$ cat config.mk
export PLATFORM = sky130hd
export DESIGN_NAME = pipe_fixed_point_sub
export DESIGN_NICKNAME = d
export VERILOG_FILES = /design/src/rtl/pipe_fixed_point_sub.sv
export SDC_FILE = /design/constraint.sdc
export NUM_CORES = 1
export LEC_CHECK = 0
export BUFFER_PORTS_ARGS = -buffer_cell sky130_fd_sc_hd__clkbuf_2
export CORE_MARGIN = 2
export CORE_UTILIZATION = 40
export DETAILED_ROUTE_END_ITERATION = 10
export SYNTH_ARGS = -nofsm -noshare
export SYNTH_HDL_FRONTEND = slang
export SYNTH_SLANG_ARGS = --single-unit
$ cat constraint.sdc
create_clock -name clk -period 4.1 [get_ports clk]
set_clock_uncertainty 0.15 [all_clocks]
set_input_delay 0.205 -clock clk [delete_from_list [all_inputs] [get_ports clk]]
set_output_delay 0.205 -clock clk [all_outputs]
set_load 0.005 [all_outputs]
$ cat src/rtl/pipe_fixed_point_sub.sv
`default_nettype none
// ============================================================================
//  Module   : pipe_fixed_point_sub
//  Brief    : Three-stage elastic signed fixed-point subtractor (out = ina - inb)
//             with per-operand Q formats, rounding and saturation.
//  Revision : 1.0  initial release
// ============================================================================
module pipe_fixed_point_sub #(
    parameter int WIIA  = 8,
    parameter int WIFA  = 8,
    parameter int WIIB  = 8,
    parameter int WIFB  = 8,
    parameter int WOI   = 8,
    parameter int WOF   = 8,
    parameter int ROOF  = 1,
    parameter int ROUND = 1
) (
    input  logic                 clk,
    input  logic                 rst,
    input  logic                 in_valid,
    output logic                 in_ready,
    input  logic [WIIA+WIFA-1:0] ina,
    input  logic [WIIB+WIFB-1:0] inb,
    output logic                 out_valid,
    input  logic                 out_ready,
    output logic [WOI+WOF-1:0]   out,
    output logic                 upflow,
    output logic                 downflow
);

    localparam int c_wii  = (WIIA > WIIB) ? WIIA : WIIB;
    localparam int c_wif  = (WIFA > WIFB) ? WIFA : WIFB;
    localparam int c_wi   = c_wii + c_wif;
    localparam int c_wr   = c_wi + 1;
    localparam int c_wo   = WOI + WOF;
    localparam int c_pad  = (WOF >= c_wif) ? (WOF - c_wif) : 0;
    localparam int c_drop = (WOF <  c_wif) ? (c_wif - WOF) : 0;
    // Zoomed value keeps one spare bit for the rounding carry and is always
    // wider than the output so the range compare is exact.
    localparam int c_wz   = ((c_wr + c_pad + 1) > (c_wo + 1)) ? (c_wr + c_pad + 1) : (c_wo + 1);

    localparam logic signed [c_wz-1:0] c_max = {{(c_wz-c_wo+1){1'b0}}, {(c_wo-1){1'b1}}};
    localparam logic signed [c_wz-1:0] c_min = {{(c_wz-c_wo+1){1'b1}}, {(c_wo-1){1'b0}}};

    logic                   r_v1, r_v2, r_v3;
    logic signed [c_wi-1:0] r_a1, r_b1;
    logic signed [c_wr-1:0] r_r2;
    logic [c_wo-1:0]        r_out;
    logic                   r_up, r_dn;

    logic                   w_rdy1, w_rdy2, w_rdy3;
    logic signed [c_wi-1:0] w_a_al, w_b_al;
    logic signed [c_wr-1:0] w_r;
    logic signed [c_wz-1:0] w_z;
    logic                   w_up, w_dn;
    logic [c_wo-1:0]        w_out;

    // Ready chain: a stage may load when empty or when its successor drains it.
    assign w_rdy3   = !r_v3 || out_ready;
    assign w_rdy2   = !r_v2 || w_rdy3;
    assign w_rdy1   = !r_v1 || w_rdy2;
    assign in_ready = w_rdy1 && !rst;

    assign w_a_al = c_wi'($signed(ina)) <<< (c_wif - WIFA);
    assign w_b_al = c_wi'($signed(inb)) <<< (c_wif - WIFB);

    assign w_r = c_wr'(r_a1) - c_wr'(r_b1);

    generate
        if (c_drop == 0) begin : g_pad
            assign w_z = c_wz'(r_r2) <<< c_pad;
        end else begin : g_drop
            logic signed [c_wz-1:0] w_q;
            logic signed [c_wz-1:0] w_inc;
            assign w_q   = c_wz'(r_r2) >>> c_drop;
            assign w_inc = {{(c_wz-1){1'b0}}, r_r2[c_drop-1]};
            assign w_z   = w_q + ((ROUND != 0) ? w_inc : '0);
        end
    endgenerate

    assign w_up  = (w_z > c_max);
    assign w_dn  = (w_z < c_min);
    assign w_out = ((ROOF != 0) && w_up) ? c_max[c_wo-1:0] :
                   ((ROOF != 0) && w_dn) ? c_min[c_wo-1:0] :
                   w_z[c_wo-1:0];

    always_ff @(posedge clk) begin
        if (rst) begin
            r_v1  <= 1'b0;
            r_v2  <= 1'b0;
            r_v3  <= 1'b0;
            r_a1  <= '0;
            r_b1  <= '0;
            r_r2  <= '0;
            r_out <= '0;
            r_up  <= 1'b0;
            r_dn  <= 1'b0;
        end else begin
            if (w_rdy1) begin
                r_v1 <= in_valid;
                if (in_valid) begin
                    r_a1 <= w_a_al;
                    r_b1 <= w_b_al;
                end
            end
            if (w_rdy2) begin
                r_v2 <= r_v1;
                if (r_v1) begin
                    r_r2 <= w_r;
                end
            end
            if (w_rdy3) begin
                r_v3 <= r_v2;
                if (r_v2) begin
                    r_out <= w_out;
                    r_up  <= w_up;
                    r_dn  <= w_dn;
                end
            end
        end
    end

    assign out_valid = r_v3;
    assign out       = r_out;
    assign upflow    = r_up;
    assign downflow  = r_dn;

endmodule
`default_nettype wire
=== Yosys cells after proc, flatten, opt, wreduce, memory -nomap -nowiden ===
Cells that the tools add are included.

* Add/sub/neg operators: 1
* Muxes and demuxes: 2
* $lt $le $gt $ge: 2
* Reductions and logical operators: 11

{| class="wikitable"
|+ Operators with widths
! kind !! number
|-
| $mux W16 || 2
|-
| $gt A17 B16 Y1 const B || 1
|-
| $lt A17 B16 Y1 const B || 1
|-
| $sub A16 B16 Y17 || 1
|-
| $reduce_and A2 Y1 || 3
|-
| $logic_not A1 Y1 || 4
|-
| $logic_or A1 B1 Y1 || 3
|-
| $logic_and A1 B1 Y1 || 1
|}

* Input port bits: 36
* Logic and storage cells: 25
* Output and inout bits: 20
* Flip-flop bits (word level): 70

=== Depth between registers and ports, before layout ===
Gate-level depths: netlist of the first run.

* Depth after elaboration: 5
* Depth in mapped cells: 9
* Mapped depth without buffers: 9

=== Worst setup path before layout of the first run ===
OpenSTA, ideal clock, no wires.

* Path kind: reg2reg
* Start point: register r_a1[0]
* End point: register r_r2[14]
* Stages on the path, launching flop included: 10
* Period minus slack after synthesis: 2366 ps
* Path slack: 1734 ps
* Arrival time: 2156 ps
* Cell sequence: dfxtp_1 inv_1 ha_1 fa_1 and2b_1 o2111ai_1 a21oi_2 o2111ai_1 a2111oi_0 a311o_1

* Word-level cells in the longest chain between the ends: 1

{| class="wikitable"
|+ RTL lines
! element !! line !! source
|-
| start: declaration || 46 || <nowiki>logic signed [c_wi-1:0] r_a1, r_b1;</nowiki>
|-
| start signal: assignment || 102 || <nowiki>r_a1 <= w_a_al;</nowiki>
|-
| $sub A16 B16 Y17 || 67 || <nowiki>assign w_r = c_wr'(r_a1) - c_wr'(r_b1);</nowiki>
|-
| end signal: assignment || 109 || <nowiki>r_r2 <= w_r;</nowiki>
|-
| end: declaration || 47 || <nowiki>logic signed [c_wr-1:0] r_r2;</nowiki>
|}

No other way between the ends.
A chain may end at the register's enable or synchronous reset.

=== Worst setup path in the final report of the first run ===
Same ends and word-level chain as after synthesis.

==> results of run 1 <==
## cells in the final DEF (no fill, tap or decap), types with 2 or more instances in the layout
master	n
nor2b_1	4
nand3_1	4
dfxtp_1	70
nand2b_1	2
or3_1	3
bufinv_16	4
dlygate4sd3_1	33
a31oi_1	2
and2_1	3
xor2_1	2
clkbuf_2	55
nor2b_2	2
o22ai_1	2
a311o_1	2
o21ai_0	22
a211oi_1	3
nand2_1	91
o2111ai_1	3
inv_1	20
ha_1	16
a21oi_1	66
clkbuf_8	9
nand4_1	2
a21o_1	8
o21a_1	6
xnor2_1	3
nor3_1	22
nor2_1	45
and3_1	6
## layer usage
| layer | vias to the layer above | share of wire, % | routed length, microns | track usage [%] |
|---|---|---|---|---|
| met5 | - | 0 | 0 | 0 |
| met4 | 0 | 0.93 | 69 | 6.43 |
| met3 | 8 | 3.6 | 268 | 3.99 |
| met2 | 62 | 42 | 3100 | 26.6 |
| met1 | 1399 | 53 | 3950 | 25.1 |
| li1 | 1687 | - | - | - |
## cells by family after synthesis
| logic type | count (synthesis) |
|---|---|
| AND/OR/NAND/NOR | 190 |
| flip-flops | 70 |
| buffers and inverters | 44 |
| adder cells (fa/ha/maj) | 17 |
| XOR/XNOR | 5 |
| AO/OA/AOI/OAI | 122 |
| multiplexers | 1 |
## power by group
| group | total (mW) | switching [mW] | internal (mW) |
|---|---|---|---|
| combinational | 0.297 | 0.157 | 0.140 |
| clock | 0.748 | 0.279 | 0.469 |
| sequential | 0.756 | 0.0344 | 0.721 |
| total | 1.80 | 0.471 | 1.33 |
## worst min-delay path by stage
| stage | from | endpoint | slack [ns] |
|---|---|---|---|
| final | out_ready | out_valid$_SDFFE_PP0P_ | 0.04 |
| after global routing | out_ready | out_valid$_SDFFE_PP0P_ | 0.06 |
| after CTS | out_ready | out_valid$_SDFFE_PP0P_ | 0.03 |
| after detailed placement | inb[10] | r_b1[10]$_SDFFE_PP0P_ | 0.28 |
| after global placement | inb[9] | r_b1[9]$_SDFFE_PP0P_ | 0.28 |
| after floorplan | in_valid | r_v1$_SDFFE_PP0N_ | 0.18 |
## critical path: stages, from the launching register on
cell,delay (ns)
dfxtp_1,0.33
inv_1,0.04
ha_1,0.22
fa_1,0.38
and2b_1,0.24
o2111ai_1,0.20
a21oi_2,0.27
o2111ai_1,0.14
a2111oi_0,0.43
a311o_1,0.18
## flip-flops by register name, indices dropped and copies added, names as in the netlist
register   count
r_r2          17
downflow       1
r_a1          16
r_v2           1
out           16
upflow         1
r_b1          16
out_valid      1
r_v1           1
## per-stage QoR
stage          cell area (sq um)  hold WS, ns  utilization, %  cells  total power [mW]
2_1_floorplan               3380        0.176               -    449             0.970
3_3_place_gp                3710        0.279            45.1    586              1.04
3_5_place_dp                3710        0.284            45.1    586              1.04
4_1_cts                     4310       0.0319            52.4    635              1.81
5_1_grt                     4310       0.0554            52.4    635              1.90
6_report                    4310       0.0423            52.4    635              1.80
## cell type report
cell class                      count  area [sq um]
Clock buffer                        9           124
Clock inverter                      7           145
Fill cell                         806          3910
Inverter                           20          75.1
Multi-Input combinational cell    335          1820
Sequential cell                    70          1400
Tap cell                          105           131
Timing Repair Buffer               89           613
## repair_timing
| action | CTS | global route |
|---|---|---|
| hold endpoints to repair | 33 | 0 |
| hold buffers | 33 | 0 |
| endpoints found under the setup margin | 0 | 0 |
==> flow_metrics.env, run 1 <==
export IMPL_status="finished, final reports clean"
export IMPL_maxSlewHeadroom_pct=22.9
export IMPL_maxCapViolCount=0
export IMPL_insertedDiodeCount=0
export IMPL_fin_nets=578
export IMPL_place_gp_congestion=0.849
export IMPL_clk_pin_slew_ns=0.08
export IMPL_synth_edf_count=0
export IMPL_yosysSeqAreaShare_pct=41.5
export IMPL_dr_pass1_iters=4
export IMPL_port_buffers=55
export IMPL_cts_buffers=9
export IMPL_r2r_slack_ns=1.47
export IMPL_hp_class="in -> reg"
export IMPL_pre_cts_slack_ns=1.53
export IMPL_syn_area_sq_mm=0.00338
export IMPL_fin_crit_ns=2.63
export IMPL_synthAdderAreaFrac_pct=6.52
export IMPL_areaGrowthSynthToFinish_pct=27.5
export IMPL_drv_slew=0
export IMPL_critical_path_peak_fanout=4
export IMPL_syn_avg_cell_area_sq_um=7.52
export IMPL_ys_top_cells_by_count="91 x nand2_1, 70 x dfxtp_1, 66 x a21oi_1, 45 x nor2_1"
export IMPL_synth_top_area_share_pct=41.5
export IMPL_syn_inst=449
export IMPL_yosys_top_cells_area="dfxtp_1 41%, nand2_1 10%, a21oi_1 9.8%"
export IMPL_grt_max_degree=38
export IMPL_cts_htree_levels=3
export IMPL_grt_usage_pct=17.8
export IMPL_layout_setup_ws_ns=1.47
export IMPL_start_util_pct=41.1
export IMPL_ant_nets=0
export IMPL_grt_pass1_vias=2816
export IMPL_vias_per_cell=4.97
export IMPL_p_leak_nw=1.85
export IMPL_synthFlopType="dfxtp_1"
export IMPL_die_w_microns=95.9
export IMPL_grt_pass1_wl_microns=12900
export IMPL_end_kind="flop"
export IMPL_rsz0062_at_grt="no"
export IMPL_drt_wl_total_microns=7390
export IMPL_clockBufferDepth=2
export IMPL_cts_tree="yes"
export IMPL_power_density_mw_per_mm2=418
export IMPL_max_freq_mhz=380
export IMPL_endpoint="r_r2[14]$_SDFFE_PP0P_"
export IMPL_synth_xor_area_share_pct=1.30
export IMPL_ys_async_sr_fraction_pct=0
export IMPL_die_h_microns=95.9
export IMPL_r2r_end="r_r2[14]$_SDFFE_PP0P_"
export IMPL_crit_required_ns=4.24
export IMPL_drc_errors=0
export IMPL_max_slew_worst_pin_slew_ns=1.16
export IMPL_insertion_delay_ns=0.35
export IMPL_synth_top_area_cell="dfxtp_1"
export IMPL_die_area_sq_mm=0.00920
export IMPL_peakVddDrop_uv=217
export IMPL_yosys_area_share_simple_pct=24.3
export IMPL_layout_drive_gt1_share_pct=14.9
export IMPL_crit_path_start_kind="flop"
export IMPL_setup_tns_ns=0
export IMPL_worstSetupStartpoint="r_a1[0]$_SDFFE_PP0P_"
export IMPL_yosysWarnings=0
export IMPL_synthMuxAreaShare_pct=0.333
export IMPL_critPathKind="reg -> reg"
export IMPL_cts_resized=0
export IMPL_finalHoldViolations=0
export IMPL_post_cts_setup_buffers=0
export IMPL_synth_nets=502
export IMPL_clockRootBuffer="clkbuf_8"
export IMPL_clock_sinks=70
export IMPL_synth_compound_area_share_pct=21.1
export IMPL_fp_coreArea_sq_mm=0.00822
export IMPL_hold_path_cell_count=4
export IMPL_post_route_period_util_pct=64.2
export IMPL_yosys_cell_count_top_type="nand2_1"
export IMPL_antenna_found_initial=0
export IMPL_setup_violations=0
export IMPL_cp_arrival_ns=2.77
export IMPL_synth_seq_cells=70
export IMPL_via_count=3156
export IMPL_dp_hpwl_microns=5030
export IMPL_io_pins=56
export IMPL_synth_cell_types=42
export IMPL_grt_ovfl_total=0
export IMPL_routedWlPerCell_microns=11.6
export IMPL_drtIter0Drc=94
export IMPL_worstRegToRegCells=9
export IMPL_synth_top_family_by_area="simple AND/OR/NAND/NOR gates"
export IMPL_placementRows=33
export IMPL_worstReg2RegStart="r_a1[0]$_SDFFE_PP0P_"
Note: power is estimated with default switching activity, not from simulation.
==> inputs of run 2 (changes only) <==
--- a/config.mk
+++ b/config.mk
@@ -5,6 +5,7 @@
 export SDC_FILE = /design/constraint.sdc
 export NUM_CORES = 1
 export LEC_CHECK = 0
+export ABC_AREA = 1
 export BUFFER_PORTS_ARGS = -buffer_cell sky130_fd_sc_hd__clkbuf_2
 export CORE_MARGIN = 2
 export CORE_UTILIZATION = 40
==> constraint.sdc (replaced) <==
create_clock -name clk -period 2.65 [get_ports clk]
set_clock_uncertainty 0.15 [all_clocks]
set_input_delay 0.1325 -clock clk [delete_from_list [all_inputs] [get_ports clk]]
set_output_delay 0.1325 -clock clk [all_outputs]
set_load 0.005 [all_outputs]
==> run 2 against run 1 <==
  * Critical path depth up 4
  * Final area increased by 3.3%
  * First-iteration DRC count down 8.5%
  * Sequential power up 52%
  * Synthesized cell count is 19% higher
  * Sequential cell count unchanged
  * Synthesized area grew 6.4%
  * Via count rose by 8.1%
  * Non-clock buffer count is 5 higher
  * Utilization is 1.4 points lower
  * Largest power group unchanged
==> flow_metrics.env, run 2 <==
export IMPL_yosys_cell_count_top_type="nand2_1"
export IMPL_p_switching_mw=0.853
export IMPL_fin_crit_ns=2.01
export IMPL_peakVddDrop_uv=377
export IMPL_layout_common_cells="118 x nand2_1, 91 x inv_1, 70 x dfxtp_1, 64 x nor2_1, 55 x clkbuf_2"
export IMPL_p_leak_nw=2.29
export IMPL_grt_use_met2_pct=28.5
export IMPL_maxSlewHeadroom_pct=40.5
export IMPL_finalHoldViolations=0
export IMPL_drv_slew=0
export IMPL_critical_path_peak_fanout=3
export IMPL_power_density_mw_per_mm2=576
export IMPL_grt_pass1_vias=3075
export IMPL_grt_max_degree=46
export IMPL_crit_required_ns=2.76
export IMPL_synthFlopType="dfxtp_1"
export IMPL_post_route_period_util_pct=75.8
export IMPL_grt_ovfl_total=0
export IMPL_clockRootBuffer="clkbuf_8"
export IMPL_layout_setup_ws_ns=0.642
export IMPL_maxCapViolCount=0
export IMPL_largest_register="r_r2"
export IMPL_clk_pin_slew_ns=0.09
export IMPL_synth_top_area_cell="dfxtp_1"
export IMPL_crit_path_start_kind="flop"
export IMPL_layout_drive_gt1_share_pct=13.8
export IMPL_ys_top_cells_by_count="118 x nand2_1, 91 x inv_1, 70 x dfxtp_1, 64 x nor2_1, 52 x o21ai_0"
export IMPL_max_slew_worst_pin_slew_ns=0.889
export IMPL_placementRows=34
export IMPL_syn_inst=533
export IMPL_routedWlPerCell_microns=11.2
export IMPL_critPathKind="reg -> reg"
export IMPL_clock_sinks=70
export IMPL_start_util_pct=41.2
export IMPL_ant_nets=0
export IMPL_end_kind="flop"
export IMPL_yosys_top_cells_area="dfxtp_1 39%, nand2_1 12%, inv_1 9.5%"
export IMPL_io_pins=56
export IMPL_grt_pass1_wl_microns=14100
export IMPL_busiest_layer="met2"
export IMPL_synth_nets=586
export IMPL_pwr_share_seq_pct=44.9
export IMPL_power_mw=2.56
export IMPL_status="finished, final reports clean"
export IMPL_cts_htree_levels=3
export IMPL_yosysSeqAreaShare_pct=39.0
export IMPL_rsz0062_at_grt="no"
export IMPL_cp_arrival_ns=2.11
export IMPL_cts_buffers=9
export IMPL_die_h_microns=98.8
export IMPL_syn_area_sq_mm=0.00359
export IMPL_fp_coreArea_sq_mm=0.00872
export IMPL_setup_violations=0
export IMPL_internal_power_mw=1.71
export IMPL_syn_avg_cell_area_sq_um=6.74
export IMPL_ys_async_sr_fraction_pct=0
export IMPL_insertion_delay_ns=0.36
export IMPL_synth_seq_cells=70
export IMPL_cts_hold_buffers=36
export IMPL_max_freq_mhz=498
export IMPL_placedCellCount=680
export IMPL_antenna_found_initial=0
export IMPL_areaGrowthSynthToFinish_pct=23.7
export IMPL_pre_cts_slack_ns=0.695
export IMPL_sw_frac_of_total_pct=33.3
export IMPL_synth_top_area_share_pct=39.0
export IMPL_via_count=3412
export IMPL_grt_util_met1_pct=23.6
export IMPL_dp_hpwl_microns=5820
export IMPL_drt_wl_total_microns=8200
export IMPL_vias_per_cell=4.66
export IMPL_insertedDiodeCount=0
export IMPL_fin_nets=672
export IMPL_grt_use_met3_pct=3.97
export IMPL_post_cts_setup_buffers=0
export IMPL_drc_errors=0
export IMPL_p_clk_share_pct=32.4
export IMPL_synth_cell_types=26
export IMPL_cts_tree="yes"
export IMPL_layout_commonest_cell="nand2_1"
export IMPL_dr_pass1_iters=4
export IMPL_drtIter0Drc=86
export IMPL_setup_tns_ns=0
export IMPL_fillerInstances=907
export IMPL_largest_register_ffs=17
export IMPL_layout_cells_non_filler=732
export IMPL_cts_resized=0
export IMPL_port_buffers=55
export IMPL_synth_edf_count=0
export IMPL_place_gp_congestion=0.823
export IMPL_comb_power_share_pct=22.7
export IMPL_hp_class="in -> reg"
export IMPL_yosysWarnings=0
export IMPL_grt_usage_pct=17.8
export IMPL_die_w_microns=98.8
export IMPL_clockBufferDepth=2
export IMPL_die_area_sq_mm=0.00976
[run 2: cell count changes in the layout (fill, tap and decap cells not counted), moves of 6 or more]
cell and change:
inv_1 +71, o21ai_0 +30, nand2_1 +27, nand3_1 +20, a21oi_1 -19, nor2_1 +19
nor3_1 -18, a21o_1 -8, nand2_2 +7, and3_1 -6, o21a_1 -6
[run 2: metrics by stage]
stage	hold slack [ns]	util, %	instance area, sq um
6_report	0.0905	51.0	4450
5_1_grt	0.0896	51.0	4450
4_1_cts	0.0811	51.0	4450
3_5_place_dp	0.242	44.7	3900
3_3_place_gp	0.232	44.7	3900
2_1_floorplan	0.147	-	3590
[run 2: critical path: stages, from the launching register on]
cell     delay [ns]
dfxtp_1        0.32
inv_1          0.05
ha_1           0.23
fa_1           0.40
inv_1          0.08
nand2_1        0.05
nand2_1        0.07
nand3_1        0.09
nand2_1        0.12
nand2_1        0.08
nand3_1        0.07
nand3_1        0.08
nand2_1        0.08
inv_1          0.04
[run 2: routing by layer]
layer  routed length [microns]  up-vias
met2                      3630       58
met5                         0        -
li1                          -     1841
met3                       303       10
met1                      4140     1503
met4                       124        0
[run 2: cell type report]
class	count	area [sq um]	area share (%)
Sequential cell	70	1400	31.5
Tap cell	108	135	3.04
Multi-Input combinational cell	352	1720	38.7
Timing Repair Buffer	94	658	14.8
Clock buffer	9	124	2.78
Clock inverter	7	61.3	1.38
Inverter	92	345	7.76
[run 2: final timing paths]
path / end / slack [ns] / startpoint / cells past startpoint
max: r_r2[12]$_SDFFE_PP0P_ / 0.64 / r_a1[0]$_SDFFE_PP0P_ / 13
min: out[0]$_SDFFE_PP0P_ / 0.09 / rst / 3
max reg2reg: r_r2[12]$_SDFFE_PP0P_ / 0.64 / r_a1[0]$_SDFFE_PP0P_ / 13
min reg2reg: r_b1[5]$_SDFFE_PP0P_ / 0.31 / r_b1[5]$_SDFFE_PP0P_ / 2
[run 2: cells by family after synthesis]
kind of cell	Yosys count	share of synthesized area (%)
AOI/OAI and AO/OA	108	15.6
xor gates and xnor gates	3	0.731
adders and majority gates	17	6.13
buffers and inverters	111	13.1
DFF	70	39.0
and+or+nand+nor	224	25.4
[run 2: power by group through the flow]
| stage | registers (mW) | logic [mW] | clock network [mW] |
|---|---|---|---|
| after floorplan | 1.17 | 0.413 | 0 |
| after global placement | 1.17 | 0.532 | 0 |
| after detailed placement | 1.17 | 0.538 | 0 |
| after CTS | 1.15 | 0.583 | 0.852 |
| after global routing | 1.16 | 0.675 | 0.904 |
| final | 1.15 | 0.582 | 0.832 |
==> inputs of run 3 (changes only) <==
--- a/config.mk
+++ b/config.mk
@@ -5,7 +5,7 @@
 export SDC_FILE = /design/constraint.sdc
 export NUM_CORES = 1
 export LEC_CHECK = 0
-export ABC_AREA = 1
+export ABC_AREA = 0
 export BUFFER_PORTS_ARGS = -buffer_cell sky130_fd_sc_hd__clkbuf_2
 export CORE_MARGIN = 2
 export CORE_UTILIZATION = 40
==> constraint.sdc (replaced) <==
create_clock -name clk -period 2 [get_ports clk]
set_clock_uncertainty 0.15 [all_clocks]
set_input_delay 0.1 -clock clk [delete_from_list [all_inputs] [get_ports clk]]
set_output_delay 0.1 -clock clk [all_outputs]
set_load 0.005 [all_outputs]
==> run 3 against run 2 <==
  * The flow now finishes with violations (negative setup slack)
  * Critical path depth shrank 3
  * Final cell count shrank 8.1%
  * Largest power group unchanged
  * Sequential cell count unchanged
  * Highest routed layer unchanged
  * Critical endpoint unchanged
==> flow_metrics.env, run 3 (synthesis results as in run 1) <==
export IMPL_r2r_end="r_r2[12]$_SDFFE_PP0P_"
export IMPL_layout_cells_non_filler=673
export IMPL_clockBufferDepth=2
export IMPL_grt_util_met1_pct=24.5
export IMPL_hp_class="reg -> reg"
export IMPL_grt_ovfl_total=0
export IMPL_post_route_period_util_pct=122
export IMPL_grt_pass1_vias=2982
export IMPL_cts_buffers=9
export IMPL_grt_pass1_wl_microns=13100
export IMPL_layout_setup_ws_ns=-0.447
export IMPL_die_area_sq_mm=0.00920
export IMPL_min_to="downflow$_SDFFE_PP0P_"
export IMPL_fp_coreArea_sq_mm=0.00822
export IMPL_violations="negative setup slack"
export IMPL_cts_htree_levels=3
export IMPL_routedWlPerCell_microns=11.5
export IMPL_clk_pin_slew_ns=0.07
export IMPL_grt_use_met2_pct=27.8
export IMPL_dr_pass1_iters=6
export IMPL_maxSlewHeadroom_pct=55.9
export IMPL_via_count=3282
export IMPL_drtIter0Drc=61
export IMPL_layout_commonest_cell="nand2_1"
export IMPL_hold_path_cell_count=2
export IMPL_antenna_found_initial=0
export IMPL_place_gp_congestion=0.852
export IMPL_layout_common_cells="91 x nand2_1, 67 x dfxtp_1, 63 x a21oi_1, 55 x clkbuf_2, 44 x nor2_1"
export IMPL_holdCritStartpoint="downflow$_SDFFE_PP0P_"
export IMPL_final_area_sq_mm=0.00470
export IMPL_max_slew_worst_pin_slew_ns=0.661
export IMPL_fin_util_pct=57.1
export IMPL_port_buffers=55
export IMPL_start_util_pct=41.1
export IMPL_end_kind="flop"
export IMPL_cp_arrival_ns=2.52
export IMPL_peakVddDrop_uv=366
export IMPL_critPathKind="reg -> reg"
export IMPL_dp_hpwl_microns=5310
export IMPL_crit_path_start_kind="flop"
export IMPL_critical_path_peak_fanout=2
export IMPL_cp_top_family="compound AO/OA/AOI/OAI gates"
export IMPL_die_w_microns=95.9
export IMPL_ant_nets=0
export IMPL_place_area_sq_mm=0.00403
export IMPL_insertedDiodeCount=0
export IMPL_largest_register="r_r2"
export IMPL_max_freq_mhz=409
export IMPL_layout_drive_gt1_share_pct=23.4
export IMPL_rsz0062_at_grt="yes"
export IMPL_grt_usage_pct=17.9
export IMPL_worst_path_max_delay_cell="dfxtp_2"
export IMPL_vias_per_cell=4.88
export IMPL_critPathMaxStageDelay_ns=0.34
export IMPL_r2r_slack_ns=-0.45
export IMPL_drv_slew=0
export IMPL_die_h_microns=95.9
export IMPL_placementRows=33
export IMPL_grt_max_degree=65
export IMPL_drt_wl_total_microns=7740
export IMPL_placedCellCount=619
export IMPL_grt_use_met3_pct=3.52
export IMPL_insertion_delay_ns=0.34
export IMPL_maxCapViolCount=0
export IMPL_clock_sinks=70
export IMPL_fin_crit_ns=2.45
export IMPL_power_density_mw_per_mm2=760
export IMPL_largest_register_ffs=17
export IMPL_busiest_layer="met2"
export IMPL_clockRootBuffer="clkbuf_8"
export IMPL_status="finished with violations"
export IMPL_finalHoldViolations=0
export IMPL_setup_violations=9
export IMPL_areaGrowthSynthToFinish_pct=39.0
export IMPL_path_cells="inv_2 -> ha_4 -> fa_2 -> and2b_1 -> o2111ai_2 -> a21oi_2 -> buf_4 -> o32ai_4 -> and4_1 -> a311o_1"
export IMPL_fin_nets=616
export IMPL_crit_required_ns=2.07
export IMPL_p_leak_nw=2.04
export IMPL_cts_tree="yes"
export IMPL_drc_errors=0
export IMPL_worstRegToRegCells=10
export IMPL_io_pins=56
export IMPL_crit_buf_inv=2
export IMPL_worstReg2RegStart="r_a1[0]$_SDFFE_PP0P_"
## run 3: worst max path at each step
| stage | slack (ns) | cells past startpoint | from | to |
|---|---|---|---|---|
| floorplan | -0.29 | 9 | r_a1[0]$_SDFFE_PP0P_ | r_r2[14]$_SDFFE_PP0P_ |
| global placement | -0.36 | 9 | r_a1[0]$_SDFFE_PP0P_ | r_r2[14]$_SDFFE_PP0P_ |
| detailed placement | -0.45 | 9 | r_a1[0]$_SDFFE_PP0P_ | r_r2[14]$_SDFFE_PP0P_ |
| CTS | -0.38 | 10 | r_a1[0]$_SDFFE_PP0P_ | r_r2[12]$_SDFFE_PP0P_ |
| global route | -0.48 | 10 | r_a1[0]$_SDFFE_PP0P_ | r_r2[12]$_SDFFE_PP0P_ |
| finish | -0.45 | 10 | r_a1[0]$_SDFFE_PP0P_ | r_r2[12]$_SDFFE_PP0P_ |
## run 3: where the power goes
| group | switching, mW | internal [mW] | leakage [nW] | total (mW) |
|---|---|---|---|---|
| Sequential | 0.0632 | 1.48 | 0.576 | 1.54 |
| Combinational | 0.387 | 0.402 | 1.35 | 0.789 |
| Clock | 0.503 | 0.734 | 0.110 | 1.24 |
## run 3: area by class of cell
cell class	count	area, sq um
multi-input combinational	335	1930
fill	787	3520
sequential	70	1410
inverter	20	75.1
timing repair buffer	127	941
clock buffer	12	145
tap	105	131
clock inverter	4	70.1
## run 3: tightest hold or removal path: stages (launching register included)
cell	delay, ns
dfxtp_1	0.31
nand2_1	0.05
a21oi_1	0.05
## run 3: metal layers
layer | vias to the layer above | part of all wire [%]
li1 | 1755 | -
met1 | 1445 | 51
met2 | 68 | 43
met3 | 14 | 3.3
met4 | 0 | 2.0
met5 | - | 0
## run 3: what timing repair did
action / 4_1_cts / 5_1_grt
resized for setup: 11 / 10
endpoints found under the hold margin: 35 / 0
setup endpoints to repair: 10 / 14
setup buffers: 2 / 2
hold buffers: 35 / 0
pin swaps: 8 / 6
gates cloned: 0 / 0
## run 3: stage by stage
stage	setup slack (ns)	TNS (ns)	hold slack, ns	power (mW)
floorplan	-0.292	-0.785	0.0707	2.00
global placement	-0.362	-1.92	0.173	2.23
detailed placement	-0.447	-2.33	0.179	2.24
CTS	-0.378	-1.77	0.304	3.58
global route	-0.485	-2.79	0.323	3.78
finish	-0.447	-2.03	0.302	3.57
